==> src/rtl/cp0_pkg.sv <==
// Shared types and constants for the CP0 exception sequencer.
// Bit positions refer to the MIPS Status and Cause register layouts.
package cp0_pkg;

    typedef enum logic [2:0] {
        StIdle,
        StSave,
        StMask,
        StRestore,
        StRedirect
    } cp0_state_e;

    localparam logic [4:0] EXC_INT = 5'd0;
    localparam logic [4:0] EXC_SYS = 5'd8;
    localparam logic [4:0] EXC_RI  = 5'd10;
    localparam logic [4:0] EXC_OV  = 5'd12;

    localparam int unsigned IE_BIT      = 0;
    localparam int unsigned EXL_BIT     = 1;
    localparam int unsigned IP_LSB      = 10;
    localparam int unsigned IP_MSB      = 15;
    localparam int unsigned SW_IP_LSB   = 8;
    localparam int unsigned SW_IP_MSB   = 9;
    localparam int unsigned EXCCODE_LSB = 2;
    localparam int unsigned EXCCODE_MSB = 6;

    localparam logic [31:0] EXL_MASK = 32'h1 << EXL_BIT;

    localparam logic [1:0] SEL_STATUS = 2'd0;
    localparam logic [1:0] SEL_CAUSE  = 2'd1;
    localparam logic [1:0] SEL_EPC    = 2'd2;
    localparam logic [1:0] SEL_NONE   = 2'd3;

endpackage

==> src/rtl/cp0_exc_prio.sv <==
// Combinational priority encoder: ov > ri > sys > masked hardware interrupt.
// Synchronous exceptions ignore IE; interrupts need IE=1, EXL=0 and an unmasked line.
module cp0_exc_prio
    import cp0_pkg::*;
#(
    parameter int unsigned NUM_IRQ = 6
) (
    input  logic [2:0]         exc_valid,
    input  logic [NUM_IRQ-1:0] irq,
    input  logic               ie,
    input  logic               exl,
    input  logic [NUM_IRQ-1:0] im,
    output logic               take,
    output logic [4:0]         code
);

    logic irq_hit;

    assign irq_hit = ie && !exl && ((irq & im) != '0);

    always_comb begin
        take = 1'b1;
        code = EXC_INT;
        if (exc_valid[2]) begin
            code = EXC_OV;
        end else if (exc_valid[1]) begin
            code = EXC_RI;
        end else if (exc_valid[0]) begin
            code = EXC_SYS;
        end else if (!irq_hit) begin
            take = 1'b0;
        end
    end

endmodule

==> src/rtl/cp0_exc_ctrl.sv <==
// CP0 exception/interrupt sequencer: arbitrates Status/Cause/EPC writes between
// exception entry, ERET, MTC0 and the hardware IP refresh, and drives redirect/stall.
module cp0_exc_ctrl
    import cp0_pkg::*;
#(
    parameter logic [31:0] HANDLER_VEC = 32'h0000_4180,
    parameter int unsigned NUM_IRQ     = 6
) (
    input  logic               clk,
    input  logic               rst_n,
    input  logic [2:0]         exc_valid,
    input  logic [31:0]        exc_pc,
    input  logic [NUM_IRQ-1:0] irq,
    input  logic               eret,
    input  logic               mtc0_req,
    input  logic [1:0]         mtc0_sel,
    input  logic [31:0]        mtc0_data,
    output logic               mtc0_ack,
    input  logic [31:0]        status_q,
    input  logic [31:0]        cause_q,
    input  logic [31:0]        epc_q,
    output logic               status_we,
    output logic               cause_we,
    output logic               epc_we,
    output logic [31:0]        status_d,
    output logic [31:0]        cause_d,
    output logic [31:0]        epc_d,
    output logic               busy,
    output logic               pc_redirect,
    output logic [31:0]        redirect_pc
);

    cp0_state_e  state_q, state_d;
    logic [4:0]  code_q, code_d;
    logic [31:0] pc_q, pc_d;
    logic [31:0] target_q, target_d;

    logic        take;
    logic [4:0]  take_code;
    logic        idle;
    logic        ev_exc;
    logic        ev_eret;
    logic        mtc0_ok;
    logic [31:0] cause_ip;

    cp0_exc_prio #(
        .NUM_IRQ (NUM_IRQ)
    ) u_prio (
        .exc_valid (exc_valid),
        .irq       (irq),
        .ie        (status_q[IE_BIT]),
        .exl       (status_q[EXL_BIT]),
        .im        (status_q[IP_LSB +: NUM_IRQ]),
        .take      (take),
        .code      (take_code)
    );

    // Gated by rst_n so nothing combinational leaks out while reset is held.
    assign idle    = (state_q == StIdle) && rst_n;
    assign ev_exc  = idle && take;
    assign ev_eret = idle && !take && eret;
    assign mtc0_ok = idle && !take && !eret && mtc0_req;

    always_ff @(posedge clk or negedge rst_n) begin
        if (!rst_n) begin
            state_q  <= StIdle;
            code_q   <= '0;
            pc_q     <= '0;
            target_q <= '0;
        end else begin
            state_q  <= state_d;
            code_q   <= code_d;
            pc_q     <= pc_d;
            target_q <= target_d;
        end
    end

    always_comb begin
        state_d     = state_q;
        code_d      = code_q;
        pc_d        = pc_q;
        target_d    = target_q;
        mtc0_ack    = 1'b0;
        status_we   = 1'b0;
        cause_we    = 1'b0;
        epc_we      = 1'b0;
        status_d    = '0;
        cause_d     = '0;
        epc_d       = '0;
        pc_redirect = 1'b0;
        redirect_pc = '0;
        busy        = (state_q != StIdle) || ev_exc || ev_eret;

        cause_ip = cause_q;
        cause_ip[IP_LSB +: NUM_IRQ] = irq;

        case (state_q)
            StIdle: begin
                if (ev_exc) begin
                    code_d  = take_code;
                    pc_d    = exc_pc;
                    state_d = StSave;
                end else if (ev_eret) begin
                    state_d = StRestore;
                end else begin
                    if (mtc0_ok) begin
                        mtc0_ack = 1'b1;
                        unique case (mtc0_sel)
                            SEL_STATUS: begin
                                status_we = 1'b1;
                                status_d  = mtc0_data;
                            end
                            SEL_CAUSE: begin
                                cause_we = 1'b1;
                                cause_d  = cause_ip;
                                cause_d[SW_IP_MSB:SW_IP_LSB] = mtc0_data[SW_IP_MSB:SW_IP_LSB];
                            end
                            SEL_EPC: begin
                                epc_we = 1'b1;
                                epc_d  = mtc0_data;
                            end
                            SEL_NONE: ;
                        endcase
                    end
                    // IP refresh yields to an MTC0 Cause write, which carries irq anyway.
                    if (idle && !cause_we && (cause_q[IP_LSB +: NUM_IRQ] != irq)) begin
                        cause_we = 1'b1;
                        cause_d  = cause_ip;
                    end
                end
            end
            StSave: begin
                cause_we = 1'b1;
                cause_d  = cause_ip;
                cause_d[EXCCODE_MSB:EXCCODE_LSB] = code_q;
                // A nested exception under EXL keeps the original return address.
                if (!status_q[EXL_BIT]) begin
                    epc_we = 1'b1;
                    epc_d  = pc_q;
                end
                state_d = StMask;
            end
            StMask: begin
                status_we = 1'b1;
                status_d  = status_q | EXL_MASK;
                target_d  = HANDLER_VEC;
                state_d   = StRedirect;
            end
            StRestore: begin
                status_we = 1'b1;
                status_d  = status_q & ~EXL_MASK;
                target_d  = epc_q;
                state_d   = StRedirect;
            end
            StRedirect: begin
                pc_redirect = 1'b1;
                redirect_pc = target_q;
                state_d     = StIdle;
            end
            default: begin
                state_d = StIdle;
            end
        endcase
    end

endmodule
==> config.mk <==
export PLATFORM = sky130hd
export DESIGN_NAME = cp0_exc_ctrl
export DESIGN_NICKNAME = d
export VERILOG_FILES = /design/src/rtl/cp0_pkg.sv /design/src/rtl/cp0_exc_prio.sv /design/src/rtl/cp0_exc_ctrl.sv
export SDC_FILE = /design/constraint.sdc
export NUM_CORES = 1
export LEC_CHECK = 0
export CAP_MARGIN = 20
export CORE_AREA = 2 2 119 121
export DETAILED_ROUTE_END_ITERATION = 16
export DIE_AREA = 0 0 121 123
export PLACE_DENSITY = 0.73
export RECOVER_POWER = 50
export SETUP_SLACK_MARGIN = 0.3
export SLEW_MARGIN = 5
export SYNTH_ARGS = -nofsm -noshare
export SYNTH_HDL_FRONTEND = slang
export SYNTH_SLANG_ARGS = --single-unit
==> constraint.sdc <==
create_clock -name clk -period 4.3 [get_ports clk]
set_input_delay 1.29 -clock clk [delete_from_list [all_inputs] [get_ports clk]]
set_output_delay 1.29 -clock clk [all_outputs]
set_load 0.02 [all_outputs]
==> results.toml <==
[pwr]
ir_drop_mv = 0.3688
power.leakage_uw = 0.004535
p_int_uw = 2635
p_comb_share_pct = 57.2
seq_power_share_pct = 26.2
p_clk_share_pct = 16.6
switching_share_pct = 38.25
power_density_nw_per_um2 = 444.0
p_switching_uw = 1632

[worst_setup_path]
crit_path_end = "cause_d[0]"
ff2ff_setup_slack_ns = 1.51
cp.required_ns = 3.01
critPathTopFamily = "buffers and inverters"
crit_start = "rst_n"
crit_chain = "buf_8, buf_4, clkbuf_4, or4b_4, a41oi_4, a21oi_4, clkbuf_16, buf_8, buf_12, nor2b_1, buf_4"
critPathSlowestCell = "or4b_4"
critPathMaxStageDelay_ns = 0.50
cp_max_fo = 5
worst_ep_arrival_time_ns = 3.17
critPathLaunchType = "primary input"
rr_endpoint = "target_q[13]$_DFFE_PN0N_"
crit_buf_inv = 7
critical_path_class = "in2out"
ff2ff_path_depth = 6
critical_path.endpoint_type = "output port"
r2r_start = "state_q[1]$_DFFE_PN0P_"
cp.depth = 11

[synthesis]
synth_ff_type = "dfrtp_1"
ys_top_cells_by_area = "dfrtp_1 (43%), a22o_1 (14%), mux2_2 (8.9%)"
synth_top_family_by_area = "simple AND/OR/NAND/NOR gates"
synth-edff-count = 0
ys.warnings.count = 0
synth-xor-area-share_pct = 1.294
syn_nets = 592
avgSynthCellArea_um2 = 9.740
synth_top_area_cell = "dfrtp_1"
ys_seq_area_share_pct = 43.13
ys_ff_latch = 70
synthCells = 417
async_reset_ff_share_pct = 100.0
ys_types = 40
netlist_area_um2 = 4061
synth-simple-area-share_pct = 23.63
yosysTopAreaCellShare_pct = 43.13
synth_fa_ha_area_share_pct = 0
synth_mux_area_share_pct = 8.872
synth-compound-area-share_pct = 18.05

[sta]
hold_violations = 0
setup_viol = 78
setup_tns_ns = -6.728
period_share_pct = 103.8
fin_crit_ns = 4.463
setup_slack_ns = -0.1626
fmax_mhz = 224.1
maxSlewViolCount = 0
finalClockSkew_ns = 0.006483
tightest_slew_ns = 1.363
slew-limit-headroom_pct = 9.124
rsz0062_at_grt = "yes"

[global_routing]
grt_pass1_wl_um = 28530
grt_pass1_vias = 5130
grt-ovfl-total = 0
track_usage_pct = 25.35
grt_start_max_net_pins = 55
antenna_found_initial = 4

[placement]
hpwl_um = 13590
port_buffers = 308
postPlaceCellArea_um2 = 8213
routabilityCongestion = 0.8580

[drt]
wirelength_um = 20360
remaining_drc_errors = 0
viasPerCell = 4.963
wl_per_cell_um = 20.54
drtIter0Drc = 198
first_pass_iters = 4
num_vias = 4918
ant_nets = 0

[floorplanning]
die_h_um = 123
start_util_pct = 29.84
io_pins = 309
placeableCoreArea_um2 = 13610
chipWidth_um = 121
fp.dieArea_um2 = 14880
row_count = 43

[cts]
cts-htree-levels = 3
cts_tree = "yes"
cts_buffers = 9
clock_tree.buffer_depth = 2
path_clk_slew_ns = 0.06
ctsHoldBuffers = 0
root_buffer = "clkbuf_16"
clk_latency_ns = 0.33
cts.sink_count = 70

[layout]
layout_commonest_cell = "clkdlybuf4s50_1"
nets = 977
drive_above_1_share_pct = 46.96
design_area_um2 = 9610
mostFrequentLayoutCells = "clkdlybuf4s50_1 (170), buf_6 (126), dfrtp_1 (70)"
area_growth_pct = 136.6

[run_status]
outcome = "finished, violations left"
violations = "negative setup slack"

[min_path]
hold_class = "reg2reg"

[job]
drv_cap = 0
-- worst min-delay path by stage --
stage	from	endpoint	depth (start not counted)
floorplan	target_q[0]$_DFFE_PN0N_	target_q[0]$_DFFE_PN0N_	2
global route	target_q[27]$_DFFE_PN0N_	target_q[27]$_DFFE_PN0N_	2
finish	target_q[16]$_DFFE_PN0N_	target_q[16]$_DFFE_PN0N_	2
global placement	target_q[10]$_DFFE_PN0N_	target_q[10]$_DFFE_PN0N_	2
detailed placement	target_q[28]$_DFFE_PN0N_	target_q[28]$_DFFE_PN0N_	2
CTS	target_q[16]$_DFFE_PN0N_	target_q[16]$_DFFE_PN0N_	2
-- flip-flops by register name, summed over array words and instances (netlist names) --
register / cells
code_q: 3
pc_q: 32
state_q: 3
target_q: 32
-- per-layer routing --
layer / wire, um / track usage (%) / up-vias
met3: 1530 / 7.611 / 43
met4: 620 / 10.25 / 2
met5: 14 / 0 / -
met2: 10580 / 44.59 / 226
met1: 7610 / 28.75 / 2380
li1: - / - / 2267
-- through the flow --
stage	hold slack (ns)	power, uW	setup WS, ns	util [%]	instances
final	0.4574	4267	-0.1626	70.60	991
after global routing	0.4829	4465	-0.2115	70.59	990
after CTS	0.4636	4120	-0.1931	67.75	975
after detailed placement	0.4478	3123	-0.8723	60.34	919
after global placement	0.4408	3074	-0.8637	60.34	919
after floorplan	0.4304	2215	0.1621	-	417
-- layout make-up --
| class | instances | area [um^2] |
|---|---|---|
| multi-input cells | 306 | 2993 |
| repair buffers | 406 | 4308 |
| clock buffers | 10 | 239.0 |
| inverters | 9 | 38.79 |
| diodes | 4 | 10.01 |
| fillers | 937 | 4001 |
| clock inverters | 6 | 45.04 |
| flip-flops and latches | 70 | 1752 |
| well taps | 180 | 225.2 |
-- worst register-to-register path: stages, from the launching register on --
cell      delay, ns
dfrtp_1        0.48
or2b_1         0.29
inv_1          0.54
buf_12         0.27
clkbuf_1       0.81
nand3_1        0.21
nand2_1        0.12
-- cells in the mapped netlist (2+ instances only) --
master and n:
inv_1 9, o21ai_0 3, nor3_1 3, a22o_1 64
nor2_1 9, buf_2 4, nor2b_1 26, and3_1 2
nand3_1 29, buf_6 6, mux2_2 32, a31oi_1 5
xor2_1 6, nor2_4 2, a32o_1 3, clkbuf_1 21
and2_1 33, a22oi_1 3, dfrtp_1 70, nand2_1 67
-- cells by family after synthesis --
| kind of cell | count (synthesis) |
|---|---|
| DFF | 70 |
| muxes | 32 |
| xor gates and xnor gates | 6 |
| AOI/OAI and AO/OA | 86 |
| buffers and inverters | 41 |
| and+or+nand+nor | 182 |
-- timing repair --
action,in CTS,in global routing
setup endpoints to repair,101,101
setup buffers,33,9
gates resized for setup,718,69
pin swaps,15,17
cloned,7,3
-- power groups by stage --
| stage | sequential, uW | clock, uW | combinational, uW |
|---|---|---|---|
| finish | 1120 | 710 | 2440 |
| CTS | 1110 | 721 | 2290 |
| detailed placement | 1110 | 0 | 2010 |
| global placement | 1100 | 0 | 1970 |
| global route | 1140 | 756 | 2570 |
| floorplan | 1060 | 0 | 1160 |
(Power assumes the default switching activity.)
